File: src/rtl/clock_mode_ctrl.sv
// rtl/clock_mode_ctrl.sv - 24-hour clock sequencer: button conditioning, 1 Hz prescaler,
// live/shadow BCD time and RUN/SET_HOUR/SET_MIN/SET_SEC mode FSM.
module clock_mode_ctrl #(
  parameter int TICK_DIV   = 100000000,
  parameter int DEB_CYCLES = 1000000
) (
  input  logic       clk,
  input  logic       reset,
  input  logic       mode_btn,
  input  logic       tens_btn,
  input  logic       ones_btn,
  output logic [1:0] hour1,
  output logic [3:0] hour2,
  output logic [3:0] min1,
  output logic [3:0] min2,
  output logic [3:0] sec1,
  output logic [3:0] sec2,
  output logic [1:0] mode,
  output logic       tick
);

  localparam int PW = $clog2(TICK_DIV);
  localparam int DW = (DEB_CYCLES > 1) ? $clog2(DEB_CYCLES) : 1;

  typedef enum logic [1:0] {
    S_RUN  = 2'b00,
    S_HOUR = 2'b01,
    S_MIN  = 2'b10,
    S_SEC  = 2'b11
  } state_t;

  state_t r_state, w_next;

  logic [2:0]         w_raw;
  logic [2:0]         r_sync1, r_sync2, r_deb, r_deb_d;
  logic [2:0][DW-1:0] r_dcnt;
  logic [2:0]         w_press;

  logic [PW-1:0] r_presc;
  logic          w_wrap, w_capture, w_commit, w_edit;

  logic [1:0] r_h1, r_sh_h1, w_nh1;
  logic [3:0] r_h2, r_m1, r_m2, r_s1, r_s2;
  logic [3:0] r_sh_h2, r_sh_m1, r_sh_m2, r_sh_s1, r_sh_s2;
  logic [3:0] w_nh2, w_nm1, w_nm2, w_ns1, w_ns2;

  // bit 0 mode, bit 1 tens, bit 2 ones
  assign w_raw   = {ones_btn, tens_btn, mode_btn};
  assign w_press = r_deb & ~r_deb_d;

  always_ff @(posedge clk or posedge reset) begin
    if (reset) begin
      r_sync1 <= '0;
      r_sync2 <= '0;
      r_deb   <= '0;
      r_deb_d <= '0;
      r_dcnt  <= '0;
    end else begin
      r_sync1 <= w_raw;
      r_sync2 <= r_sync1;
      r_deb_d <= r_deb;
      for (int i = 0; i < 3; i++) begin
        if (r_sync2[i] != r_deb[i]) begin
          if (r_dcnt[i] == DW'(DEB_CYCLES - 1)) begin
            r_deb[i]  <= ~r_deb[i];
            r_dcnt[i] <= '0;
          end else begin
            r_dcnt[i] <= r_dcnt[i] + 1'b1;
          end
        end else begin
          r_dcnt[i] <= '0;
        end
      end
    end
  end

  always_ff @(posedge clk or posedge reset) begin
    if (reset) r_state <= S_RUN;
    else       r_state <= w_next;
  end

  // A mode press always wins over a same-cycle edit press.
  always_comb begin
    w_next    = r_state;
    w_capture = 1'b0;
    w_commit  = 1'b0;
    w_edit    = 1'b0;
    if (w_press[0]) begin
      unique case (r_state)
        S_RUN:  begin w_next = S_HOUR; w_capture = 1'b1; end
        S_HOUR: w_next = S_MIN;
        S_MIN:  w_next = S_SEC;
        S_SEC:  begin w_next = S_RUN; w_commit = 1'b1; end
      endcase
    end else begin
      w_edit = (r_state != S_RUN);
    end
  end

  assign w_wrap = (r_presc == PW'(TICK_DIV - 1));
  assign tick   = w_wrap & ~w_commit;

  always_ff @(posedge clk or posedge reset) begin
    if (reset)                  r_presc <= '0;
    else if (w_commit || w_wrap) r_presc <= '0;
    else                        r_presc <= r_presc + 1'b1;
  end

  always_ff @(posedge clk or posedge reset) begin
    if (reset) begin
      r_h1 <= '0; r_h2 <= '0; r_m1 <= '0; r_m2 <= '0; r_s1 <= '0; r_s2 <= '0;
    end else if (w_commit) begin
      r_h1 <= r_sh_h1; r_h2 <= r_sh_h2; r_m1 <= r_sh_m1;
      r_m2 <= r_sh_m2; r_s1 <= r_sh_s1; r_s2 <= r_sh_s2;
    end else if (tick) begin
      if (r_s2 != 4'd9) r_s2 <= r_s2 + 4'd1;
      else begin
        r_s2 <= 4'd0;
        if (r_s1 != 4'd5) r_s1 <= r_s1 + 4'd1;
        else begin
          r_s1 <= 4'd0;
          if (r_m2 != 4'd9) r_m2 <= r_m2 + 4'd1;
          else begin
            r_m2 <= 4'd0;
            if (r_m1 != 4'd5) r_m1 <= r_m1 + 4'd1;
            else begin
              r_m1 <= 4'd0;
              if (r_h1 == 2'd2 && r_h2 == 4'd3) begin
                r_h1 <= 2'd0;
                r_h2 <= 4'd0;
              end else if (r_h2 == 4'd9) begin
                r_h2 <= 4'd0;
                r_h1 <= r_h1 + 2'd1;
              end else begin
                r_h2 <= r_h2 + 4'd1;
              end
            end
          end
        end
      end
    end
  end

  // Tens is applied before ones so the hour-ones limit sees the new tens digit.
  always_comb begin
    w_nh1 = r_sh_h1; w_nh2 = r_sh_h2; w_nm1 = r_sh_m1;
    w_nm2 = r_sh_m2; w_ns1 = r_sh_s1; w_ns2 = r_sh_s2;
    if (w_edit) begin
      case (r_state)
        S_HOUR: begin
          if (w_press[1]) begin
            if (r_sh_h1 == 2'd2) w_nh1 = 2'd0;
            else                 w_nh1 = r_sh_h1 + 2'd1;
            if (w_nh1 == 2'd2 && w_nh2 > 4'd3) w_nh2 = 4'd3;
          end
          if (w_press[2]) begin
            if (w_nh1 == 2'd2) begin
              if (w_nh2 >= 4'd3) w_nh2 = 4'd0;
              else               w_nh2 = w_nh2 + 4'd1;
            end else begin
              if (w_nh2 == 4'd9) w_nh2 = 4'd0;
              else               w_nh2 = w_nh2 + 4'd1;
            end
          end
        end
        S_MIN: begin
          if (w_press[1]) begin
            if (r_sh_m1 == 4'd5) w_nm1 = 4'd0;
            else                 w_nm1 = r_sh_m1 + 4'd1;
          end
          if (w_press[2]) begin
            if (r_sh_m2 == 4'd9) w_nm2 = 4'd0;
            else                 w_nm2 = r_sh_m2 + 4'd1;
          end
        end
        S_SEC: begin
          if (w_press[1]) begin
            if (r_sh_s1 == 4'd5) w_ns1 = 4'd0;
            else                 w_ns1 = r_sh_s1 + 4'd1;
          end
          if (w_press[2]) begin
            if (r_sh_s2 == 4'd9) w_ns2 = 4'd0;
            else                 w_ns2 = r_sh_s2 + 4'd1;
          end
        end
        default: ;
      endcase
    end
  end

  always_ff @(posedge clk or posedge reset) begin
    if (reset) begin
      r_sh_h1 <= '0; r_sh_h2 <= '0; r_sh_m1 <= '0;
      r_sh_m2 <= '0; r_sh_s1 <= '0; r_sh_s2 <= '0;
    end else if (w_capture) begin
      r_sh_h1 <= r_h1; r_sh_h2 <= r_h2; r_sh_m1 <= r_m1;
      r_sh_m2 <= r_m2; r_sh_s1 <= r_s1; r_sh_s2 <= r_s2;
    end else begin
      r_sh_h1 <= w_nh1; r_sh_h2 <= w_nh2; r_sh_m1 <= w_nm1;
      r_sh_m2 <= w_nm2; r_sh_s1 <= w_ns1; r_sh_s2 <= w_ns2;
    end
  end

  always_comb begin
    if (r_state == S_RUN) begin
      hour1 = r_h1; hour2 = r_h2; min1 = r_m1; min2 = r_m2; sec1 = r_s1; sec2 = r_s2;
    end else begin
      hour1 = r_sh_h1; hour2 = r_sh_h2; min1 = r_sh_m1;
      min2  = r_sh_m2; sec1  = r_sh_s1; sec2 = r_sh_s2;
    end
  end

  assign mode = r_state;

endmodule

File: config.mk
export PLATFORM = sky130hd
export DESIGN_NAME = clock_mode_ctrl
export DESIGN_NICKNAME = d
export VERILOG_FILES = /design/src/rtl/clock_mode_ctrl.sv
export SDC_FILE = /design/constraint.sdc
export NUM_CORES = 1
export LEC_CHECK = 0
export CAP_MARGIN = 40
export CORE_UTILIZATION = 50
export DETAILED_ROUTE_END_ITERATION = 8
export PLACE_DENSITY = 0.74
export SLEW_MARGIN = 15
export SYNTH_ARGS = -nofsm -noshare
export SYNTH_HDL_FRONTEND = slang
export SYNTH_SLANG_ARGS = --single-unit
File: constraint.sdc
create_clock -name clk -period 5.4 [get_ports clk]
set_input_delay 0.81 -clock clk [delete_from_list [all_inputs] [get_ports clk]]
set_output_delay 0.81 -clock clk [all_outputs]
set_load 0.01 [all_outputs]
==> results of run 1 <==
-- cells in the final DEF, fill, tap and decap left out, types with 5 or more instances in the layout --
cell type and count:
nand3_1 39, xnor2_1 46, nor3_1 20, or3_1 6, a31oi_1 11, nand2b_1 9
and3_1 12, nand4_1 22, mux2i_1 6, inv_1 29, nor4_1 20, clkdlybuf4s50_1 29
clkbuf_16 17, or2_2 9, and2_1 5, dfrtp_1 145, nor2b_1 10, xor2_1 42
mux2_2 23, a32oi_1 7, nor2_1 131, ha_1 13, o21ai_0 42, nand2_1 65
a21oi_1 36
-- worst reg2reg max path, stage by stage, from the launching register on --
cell	delay (ns)
dfrtp_1	0.39
ha_1	0.21
nand3_2	0.17
or4_4	0.64
or2_2	0.39
nand2_1	0.65
nor2_1	0.15
-- sequential cells by signal (all words and copies together), names as in the netlist, 4 cells and up --
register  cells
r_dcnt       60
r_presc      27
r_h2          4
r_m1          4
r_m2          4
r_s1          4
r_s2          4
r_sh_h2       4
r_sh_m1       4
r_sh_m2       4
r_sh_s1       4
r_sh_s2       4
-- worst min path at each step --
stage / startpoint / end / cells after the start
global placement: r_sync1[1] / r_sync2[1] / 0
detailed placement: r_sync1[1] / r_sync2[1] / 0
finish: r_sync1[1] / r_sync2[1] / 0
global route: r_sync1[2] / r_sync2[2] / 0
floorplan: r_sync1[0] / r_sync2[0] / 0
CTS: r_sync1[1] / r_sync2[1] / 0
-- metrics by stage --
stage / setup WS (ns) / hold slack [ns] / power (uW) / util (%)
floorplan: 0.695 / 0.331 / 1150 / -
global placement: 2.19 / 0.348 / 1170 / 54.3
detailed placement: 2.14 / 0.350 / 1170 / 54.6
CTS: 1.67 / 0.362 / 2390 / 58.7
global route: 1.55 / 0.376 / 2440 / 58.7
finish: 1.69 / 0.353 / 2370 / 58.7
-- report_power, final --
group	internal, uW	total [uW]	switching [uW]	leakage [uW]
combinational	11.6	45.1	33.5	0.00144
sequential	1090	1100	6.57	0.00199
clock	772	1220	447	0.000302
-- per-layer routing --
metal / vias to the layer above / global-route usage [%] / share of wire [%]
met2: 128 / 34.3 / 47
met3: 17 / 5.44 / 4.5
met4: 0 / 7.07 / 1.3
met1: 2887 / 28.7 / 47
met5: - / 0 / 0
li1: 3035 / - / -
-- cell families after synthesis --
group,count (synthesis),share of synthesized area (%)
simple gates,376,23.9
fa+ha+maj,13,2.07
compound gates,133,10.6
buf+inv,67,3.35
flops,145,46.2
mux,29,4.06
xor+xnor,88,9.81
-- layout make-up --
type                       instances  area [sq um]
timing repair buffer              36           364
tap                              211           264
clock inverter                     9           130
inverter                          31           121
sequential                       145          3630
clock buffer                      22           484
fill                            1299          6300
multi-input combinational        639          3960
==> reports/results.ini, run 1 <==
[placement]
hpwl_um=10700
io_buffers=29
gp_congestion=0.815
dp.cells=1061
placed_cell_area_sq_mm=0.00834

[finish]
nets=888
layout.cells.non_filler=1093
area_growth_pct=14.0
diodes=0
fin_area_sq_mm=0.00895
drive_above_1_share_pct=8.62

[critical_path]
end_kind=primary output
endpoint=tick
crit_family=simple AND/OR/NAND/NOR gates
cpMaxStageDelayCell=or4_4
critical-path-max-stage-delay_ns=0.64
timing.rr.start=r_presc[0]
crit_fanout=13
cp-start-kind=flip-flop
cp-startpoint=r_presc[0]
path_cells=ha_1, nand3_2, or4_4, or2_2, nor2_1, clkdlybuf4s50_1
critPathKind=flip-flop to primary output
rrSetupSlack_ns=2.64
worst-path-stages=6
worst-r2r-cell-count=6
required_ns=4.59
crit_arrival_ns=2.90
r2r-end=r_presc[20]
crit_buf_inv=1

[global_route]
gr-usage-all-layers_pct=21.5
grt_max_degree=63
grt_remaining_overflow=0
antenna_found_initial=0
grt_pass1_vias=5772
grt_pass1_wl_um=27800

[detailed_routing]
drt_pass1_iterations=5
wl_um=16100
first_iter_violations=336
wl_per_cell_um=14.7
vias=6067
ant_nets=0
vias_per_cell=5.55
drc_errors=0

[timing]
slew_headroom_pct=42.1
tightestPinTransition_ns=0.860
rsz0062_at_grt=false
tns_ns=0
fin_crit_ns=3.71
slew_viol_final=0
hold_viol_final=0
period_share_pct=68.6
skew_ns=0.0115
max_freq_ghz=0.270
setup_violations=0

[power_and_ir_drop]
vdd_drop_max_mv=0.259
powerDensity_mw_per_mm2=264
leakagePower_uw=0.00373

[synthesis]
yosys-top-cells-area=dfrtp_1 (46%), nor2_1 (6.3%), xnor2_1 (5.1%)
synth.most_common_cell=dfrtp_1
synth-edff-count=0
ys_ff_latch=145
synth_top_cell_area_share_pct=46.2
yosys.area.top_type=dfrtp_1
ys.flop_type=dfrtp_1
synthArstFlopShare_pct=100
synth_area_per_cell_sq_um=9.23
ys_types=62
yosys_warnings=0
synthTopCellsByCount=dfrtp_1 (145), nor2_1 (131), nand2_1 (65), xnor2_1 (46)
ys_seq_area_share_pct=46.2
synth.cell_area_sq_mm=0.00785
synth_cells=851
syn-num-nets=869

[clock_network]
htreeDepth=4
cts.path.max_buffers=2
cts_tree=built
clock_latency_ns=0.42
hold_buffers=0
cts_inserted_buffers=17
cts.root.buffer_cell=clkbuf_16
clk_pin_slew_worst_paths_ns=0.06
post_cts_buffers=0
cts_resized=0
cts.sinks=145

[floorplan]
row_count=45
die_y_um=127
dieArea_sq_mm=0.0162
io_pins=30
die_width_um=127
core_region_area_sq_mm=0.0153
start_util_pct=51.5

[worst_hold_path]
hold_class=flip-flop to flip-flop

[job]
max_cap_viol_count=0

[status]
outcome=complete, no violations

Power figures use the tool's default switching activity.
==> run 2, diff against run 1 <==
PLACE_DENSITY = 0.77   (was 0.74)
clock period = 3.4 ns   (was 5.4 ns; I/O delays follow)
==> run 2 against run 1 <==
Critical endpoint unchanged. Cell area down 0.24%. Non-clock buffer count is 4 higher. Global-route usage increased by 0.067 points. Power increased by 56%. Critical path type unchanged. Combinational power rose by 58%. First-iteration DRC count grew 36%. Flip-flop and latch count did not move. Die area is the same. Register-to-register slack got worse by 2.1 ns.
==> reports/results.ini, run 2 (same netlist as run 1, synthesis figures left out) <==
[status]
outcome=complete, no violations  ; unchanged

[critical_path]
critical-path-max-stage-delay_ns=0.59  ; was 0.64 ns
end_kind=primary output  ; unchanged
worst-r2r-cell-count=7  ; was 6
crit_buf_inv=1  ; unchanged
cp-start-kind=flip-flop  ; unchanged
crit_arrival_ns=2.43  ; was 2.90 ns
critPathKind=flip-flop to primary output  ; unchanged
crit_family=simple AND/OR/NAND/NOR gates  ; unchanged
crit_fanout=7  ; was 13
r2r-end=r_m1[3]  ; was r_presc[20]
required_ns=2.89  ; was 4.59 ns
timing.rr.start=r_presc[0]  ; unchanged
cpMaxStageDelayCell=or4_4  ; unchanged
path_cells=ha_1, nand3_2, or4_4, or2_2, nor2_1, dlymetal6s2s_1  ; was ha_1, nand3_2, or4_4, or2_2, nor2_1, clkdlybuf4s50_1
rrSetupSlack_ns=0.54  ; was 2.64 ns

[finish]
drive_above_1_share_pct=8.59  ; was 8.62%
reg.largest.list=r_dcnt (60), r_presc (27)  ; unchanged
most-common-layout-cells=dfrtp_1 (145), nor2_1 (131), nand2_1 (65)  ; unchanged
post-route-util_pct=58.5  ; was 58.7%
regMostFlops=r_dcnt  ; unchanged
nets=892  ; was 888
area_growth_pct=13.7  ; was 14.0%
layout_commonest_cell=dfrtp_1  ; unchanged
diodes=0  ; unchanged
largest_register_ffs=60  ; unchanged

[detailed_routing]
wl_um=16100  ; about the same
drc_errors=0  ; unchanged
ant_nets=0  ; unchanged
drt_pass1_iterations=5  ; unchanged
first_iter_violations=457  ; was 336
vias=6197  ; was 6,067
vias_per_cell=5.65  ; was 5.55
wl_per_cell_um=14.7  ; about the same

[floorplan]
row_count=45  ; unchanged
die_y_um=127  ; unchanged
core_region_area_sq_mm=0.0153  ; unchanged
dieArea_sq_mm=0.0162  ; unchanged
io_pins=30  ; unchanged
start_util_pct=51.5  ; unchanged
die_width_um=127  ; unchanged

[clock_network]
cts_inserted_buffers=17  ; unchanged
cts.path.max_buffers=2  ; unchanged
clk_pin_slew_worst_paths_ns=0.06  ; about the same
htreeDepth=4  ; unchanged
cts.sinks=145  ; unchanged
hold_buffers=0  ; unchanged
cts_tree=built  ; unchanged
cts.root.buffer_cell=clkbuf_16  ; unchanged
clock_latency_ns=0.42  ; about the same

[power_and_ir_drop]
leakagePower_uw=0.00374  ; was 0.00373 uW
power.switching_uw=736  ; was 487 uW
p_clk_share_pct=50.7  ; was 51.5%
power_frac_seq_pct=47.4  ; was 46.5%
switching_share_pct=19.9  ; was 20.6%
combPwrFrac_pct=1.9  ; about the same
powerDensity_mw_per_mm2=413  ; was 264 mW/mm^2
vdd_drop_max_mv=0.423  ; was 0.259 mV
intPower_uw=2960  ; was 1880 uW

[global_route]
grt_max_degree=39  ; was 63
gr-usage-all-layers_pct=21.6  ; was 21.5%
antenna_found_initial=0  ; unchanged
grt_remaining_overflow=0  ; unchanged
grt_pass1_wl_um=28000  ; was 27,800 um
grt_pass1_vias=5924  ; was 5,772

[timing]
rsz0062_at_grt=false  ; unchanged
skew_ns=0.00736  ; was 0.0115 ns
hold_viol_final=0  ; unchanged
period_share_pct=86.3
tns_ns=0  ; unchanged
fin_crit_ns=2.94
setup_violations=0  ; unchanged
max_freq_ghz=0.341
slew_viol_final=0  ; unchanged
slew_headroom_pct=43.9  ; was 42.1%
tightestPinTransition_ns=0.835  ; was 0.860 ns
fin_ws_ns=0.464  ; was 1.69 ns

[placement]
dp_slack_ns=0.435  ; was 2.14 ns
hpwl_um=10900  ; was 10,700 um
io_buffers=29  ; unchanged
gp_congestion=0.824  ; was 0.815

[worst_hold_path]
holdPathEnd=r_sync2[0]  ; was r_sync2[1]
whs_path_depth=0  ; unchanged
hold_class=flip-flop to flip-flop  ; unchanged
hold_start=r_sync1[0]  ; was r_sync1[1]

[job]
max_cap_viol_count=0  ; unchanged

[run 2: cell type report]
class	instances	area, sq um
well taps	211	264
multi-input cells	639	3960
clock inverters	6	105
fillers	1264	6320
inverters	31	120
repair buffers	40	372
flip-flops and latches	145	3630
clock buffers	24	482
[run 2: what timing repair did]
| item | 4_1_cts | 5_1_grt |
|---|---|---|
| endpoints found under the setup margin | 1 | 1 |
| buffers inserted | 1 | 0 |
| hold endpoints to repair | 0 | 0 |
| gates cloned | 0 | 0 |
| pin swaps | 1 | 0 |
| resized for setup | 0 | 1 |
[run 2: metal layers]
metal | global-route usage, % | share of wire (%) | vias to the layer above
met5 | 0 | 0 | -
met4 | 6.58 | 1.3 | 0
met3 | 5.40 | 4.4 | 22
met2 | 34.6 | 48 | 114
met1 | 28.9 | 46 | 3027
li1 | - | - | 3034
[run 2: metrics by stage]
| stage | area, sq um | power [uW] | hold slack, ns | cells |
|---|---|---|---|---|
| after floorplan | 7860 | 1830 | 0.331 | 851 |
| after global placement | 8330 | 1850 | 0.331 | 1064 |
| after detailed placement | 8340 | 1850 | 0.341 | 1065 |
| after CTS | 8930 | 3730 | 0.353 | 1096 |
| after global routing | 8930 | 3820 | 0.356 | 1096 |
| final | 8930 | 3690 | 0.351 | 1096 |
[run 2: worst max path at each step]
stage                from   end  slack, ns  cells after the start
2_1_floorplan  r_presc[0]  tick       1.02                      6
3_3_place_gp   r_presc[0]  tick       0.44                      6
3_5_place_dp   r_presc[0]  tick       0.44                      6
4_1_cts        r_presc[0]  tick       0.06                      6
5_1_grt        r_presc[0]  tick       0.31                      6
6_report       r_presc[0]  tick       0.46                      6
[run 2: power by group through the flow]
stage               logic, uW  clock network, uW  registers (uW)
finish                   71.1               1870            1750
detailed placement       74.7                  0            1780
floorplan                51.2                  0            1780
CTS                      74.9               1900            1750
global route             85.7               1980            1750
global placement         73.2                  0            1780
==> run 3, diff against run 2 <==
CAP_MARGIN = 20   (was 40)
==> run 3 against run 2 <==
Die area did not move. Count of clock-buffer cells in the layout did not move. Core utilization rose by 0.29 points. Critical path type unchanged.
==> reports/results.ini, run 3 (same netlist as run 1, synthesis figures left out) <==
[floorplan]
io_pins=30  ; unchanged
die_width_um=127  ; unchanged
die_y_um=127  ; unchanged
core_region_area_sq_mm=0.0153  ; unchanged
dieArea_sq_mm=0.0162  ; unchanged
row_count=45  ; unchanged
start_util_pct=51.5  ; unchanged

[job]
max_cap_viol_count=0  ; unchanged

[critical_path]
cpMaxStageDelayCell=or4_4  ; unchanged
critical-path-max-stage-delay_ns=0.59  ; about the same
cp-start-kind=flip-flop  ; unchanged
path_cells=ha_2, nand3_2, or4_4, or2_2, nor2_1, dlymetal6s2s_1  ; was ha_1, nand3_2, or4_4, or2_2, nor2_1, dlymetal6s2s_1
crit_arrival_ns=2.44  ; was 2.43 ns
end_kind=primary output  ; unchanged
required_ns=2.89  ; about the same
crit_fanout=7  ; unchanged
critPathKind=flip-flop to primary output  ; unchanged

[timing]
setup_violations=0  ; unchanged
fin_crit_ns=2.95  ; was 2.94 ns
max_freq_ghz=0.339  ; was 0.341 GHz
tns_ns=0  ; unchanged
slew_viol_final=0  ; unchanged
tightestPinTransition_ns=0.878  ; was 0.835 ns
skew_ns=0.00827  ; was 0.00736 ns
period_share_pct=86.7  ; was 86.3%
hold_viol_final=0  ; unchanged
rsz0062_at_grt=false  ; unchanged
fin_ws_ns=0.452  ; was 0.464 ns
slew_headroom_pct=41.0  ; was 43.9%

[global_route]
grt_pass1_vias=5972  ; was 5,924
grt_remaining_overflow=0  ; unchanged
grt_max_degree=39  ; unchanged
grt_pass1_wl_um=28000  ; about the same
antenna_found_initial=0  ; unchanged
gr-usage-all-layers_pct=21.4  ; was 21.6%

[clock_network]
cts.root.buffer_cell=clkbuf_16  ; unchanged
cts.sinks=145  ; unchanged
cts_inserted_buffers=17  ; unchanged
htreeDepth=4  ; unchanged
cts.path.max_buffers=2  ; unchanged
clock_latency_ns=0.42  ; about the same
clk_pin_slew_worst_paths_ns=0.06  ; about the same
hold_buffers=0  ; unchanged
cts_tree=built  ; unchanged

[detailed_routing]
wl_um=16300  ; was 16,100 um
vias_per_cell=5.67  ; was 5.65
wl_per_cell_um=14.9  ; was 14.7 um
ant_nets=0  ; unchanged
vias=6207  ; was 6,197
first_iter_violations=421  ; was 457
drc_errors=0  ; unchanged
drt_pass1_iterations=5  ; unchanged

[placement]
dp.cells=1064  ; was 1,065
io_buffers=29  ; unchanged
placed_cell_area_sq_mm=0.00833  ; was 0.00834 sq mm
hpwl_um=10800  ; was 10,900 um
gp_congestion=0.824  ; unchanged
dp_slack_ns=0.426  ; was 0.435 ns

[finish]
most-common-layout-cells=dfrtp_1 (145), nor2_1 (131), nand2_1 (65)  ; unchanged
layout.cells.non_filler=1095  ; was 1,096
diodes=0  ; unchanged
fin_area_sq_mm=0.00898  ; was 0.00893 sq mm
reg.largest.list=r_dcnt (60), r_presc (27)  ; unchanged
regMostFlops=r_dcnt  ; unchanged
layout_commonest_cell=dfrtp_1  ; unchanged
nets=892  ; unchanged
area_growth_pct=14.3  ; was 13.7%
largest_register_ffs=60  ; unchanged
drive_above_1_share_pct=8.94  ; was 8.59%
fill_cells=1307  ; was 1,264

[power_and_ir_drop]
switching_share_pct=19.3  ; was 19.9%
p_clk_share_pct=52.1  ; was 50.7%
vdd_drop_max_mv=0.469  ; was 0.423 mV
combPwrFrac_pct=1.9  ; about the same
intPower_uw=3070  ; was 2960 uW
power_frac_seq_pct=46.0  ; was 47.4%
power_uw=3810  ; was 3690 uW
powerDensity_mw_per_mm2=424  ; was 413 mW/mm^2
power.switching_uw=736  ; about the same
leakagePower_uw=0.00376  ; was 0.00374 uW

[status]
outcome=complete, no violations  ; unchanged

[worst_hold_path]
hold_class=flip-flop to flip-flop  ; unchanged

==> run 3: stage by stage <==
stage	utilization, %	hold slack [ns]
4_1_cts	58.8	0.353
2_1_floorplan	-	0.331
5_1_grt	58.8	0.356
3_5_place_dp	54.6	0.341
3_3_place_gp	54.6	0.331
6_report	58.8	0.350
==> run 3: critical path, delay by kind of cell, from the launching register on <==
family / cells / cell delay, ns
fa+ha+maj: 1 / 0.22
buf+inv: 1 / 0.17
flops: 1 / 0.40
simple gates: 4 / 1.22
==> run 3: final timing paths <==
path / start / endpoint / slack, ns / cells past startpoint
worst max-delay path: r_presc[0] / tick / 0.45 / 6
worst max register to register: r_presc[0] / r_m1[3] / 0.53 / 7
max in group asynchronous: reset / r_s1[2] / 2.14 / 3
worst min register to register: r_sync1[0] / r_sync2[0] / 0.35 / 0
min in group asynchronous: reset / r_dcnt[16] / 0.45 / 2
worst min-delay path: r_sync1[0] / r_sync2[0] / 0.35 / 0
==> run 3: repair_timing <==
action	in CTS	in global routing
setup endpoints to repair	1	1
pin swaps	1	0
setup buffers	1	0
gates resized for setup	0	2
==> run 3: per-layer routing <==
metal | track usage, % | share of wire, % | up-vias
li1 | - | - | 3025
met5 | 0 | 0 | -
met2 | 35.0 | 49 | 105
met1 | 28.5 | 46 | 3063
met3 | 5.07 | 4.2 | 14
met4 | 5.95 | 1.0 | 0
==> run 3: cell type report <==
| type | count | area (sq um) | share of cell area [%] |
|---|---|---|---|
| Clock inverter | 5 | 125 | 1.39 |
| Multi-Input combinational cell | 639 | 3970 | 44.2 |
| Tap cell | 211 | 264 | 2.94 |
| Timing Repair Buffer | 40 | 373 | 4.15 |
| Sequential cell | 145 | 3630 | 40.4 |
| Clock buffer | 24 | 502 | 5.59 |
| Inverter | 31 | 120 | 1.34 |
==> run 3: power by group through the flow <==
stage          Combinational (uW)  Sequential [uW]  Clock [uW]
4_1_cts                      75.0             1750        2010
3_5_place_dp                 74.3             1780           0
6_report                     71.1             1750        1980
3_3_place_gp                 73.2             1780           0
2_1_floorplan                51.2             1780           0
5_1_grt                      85.2             1750        2090
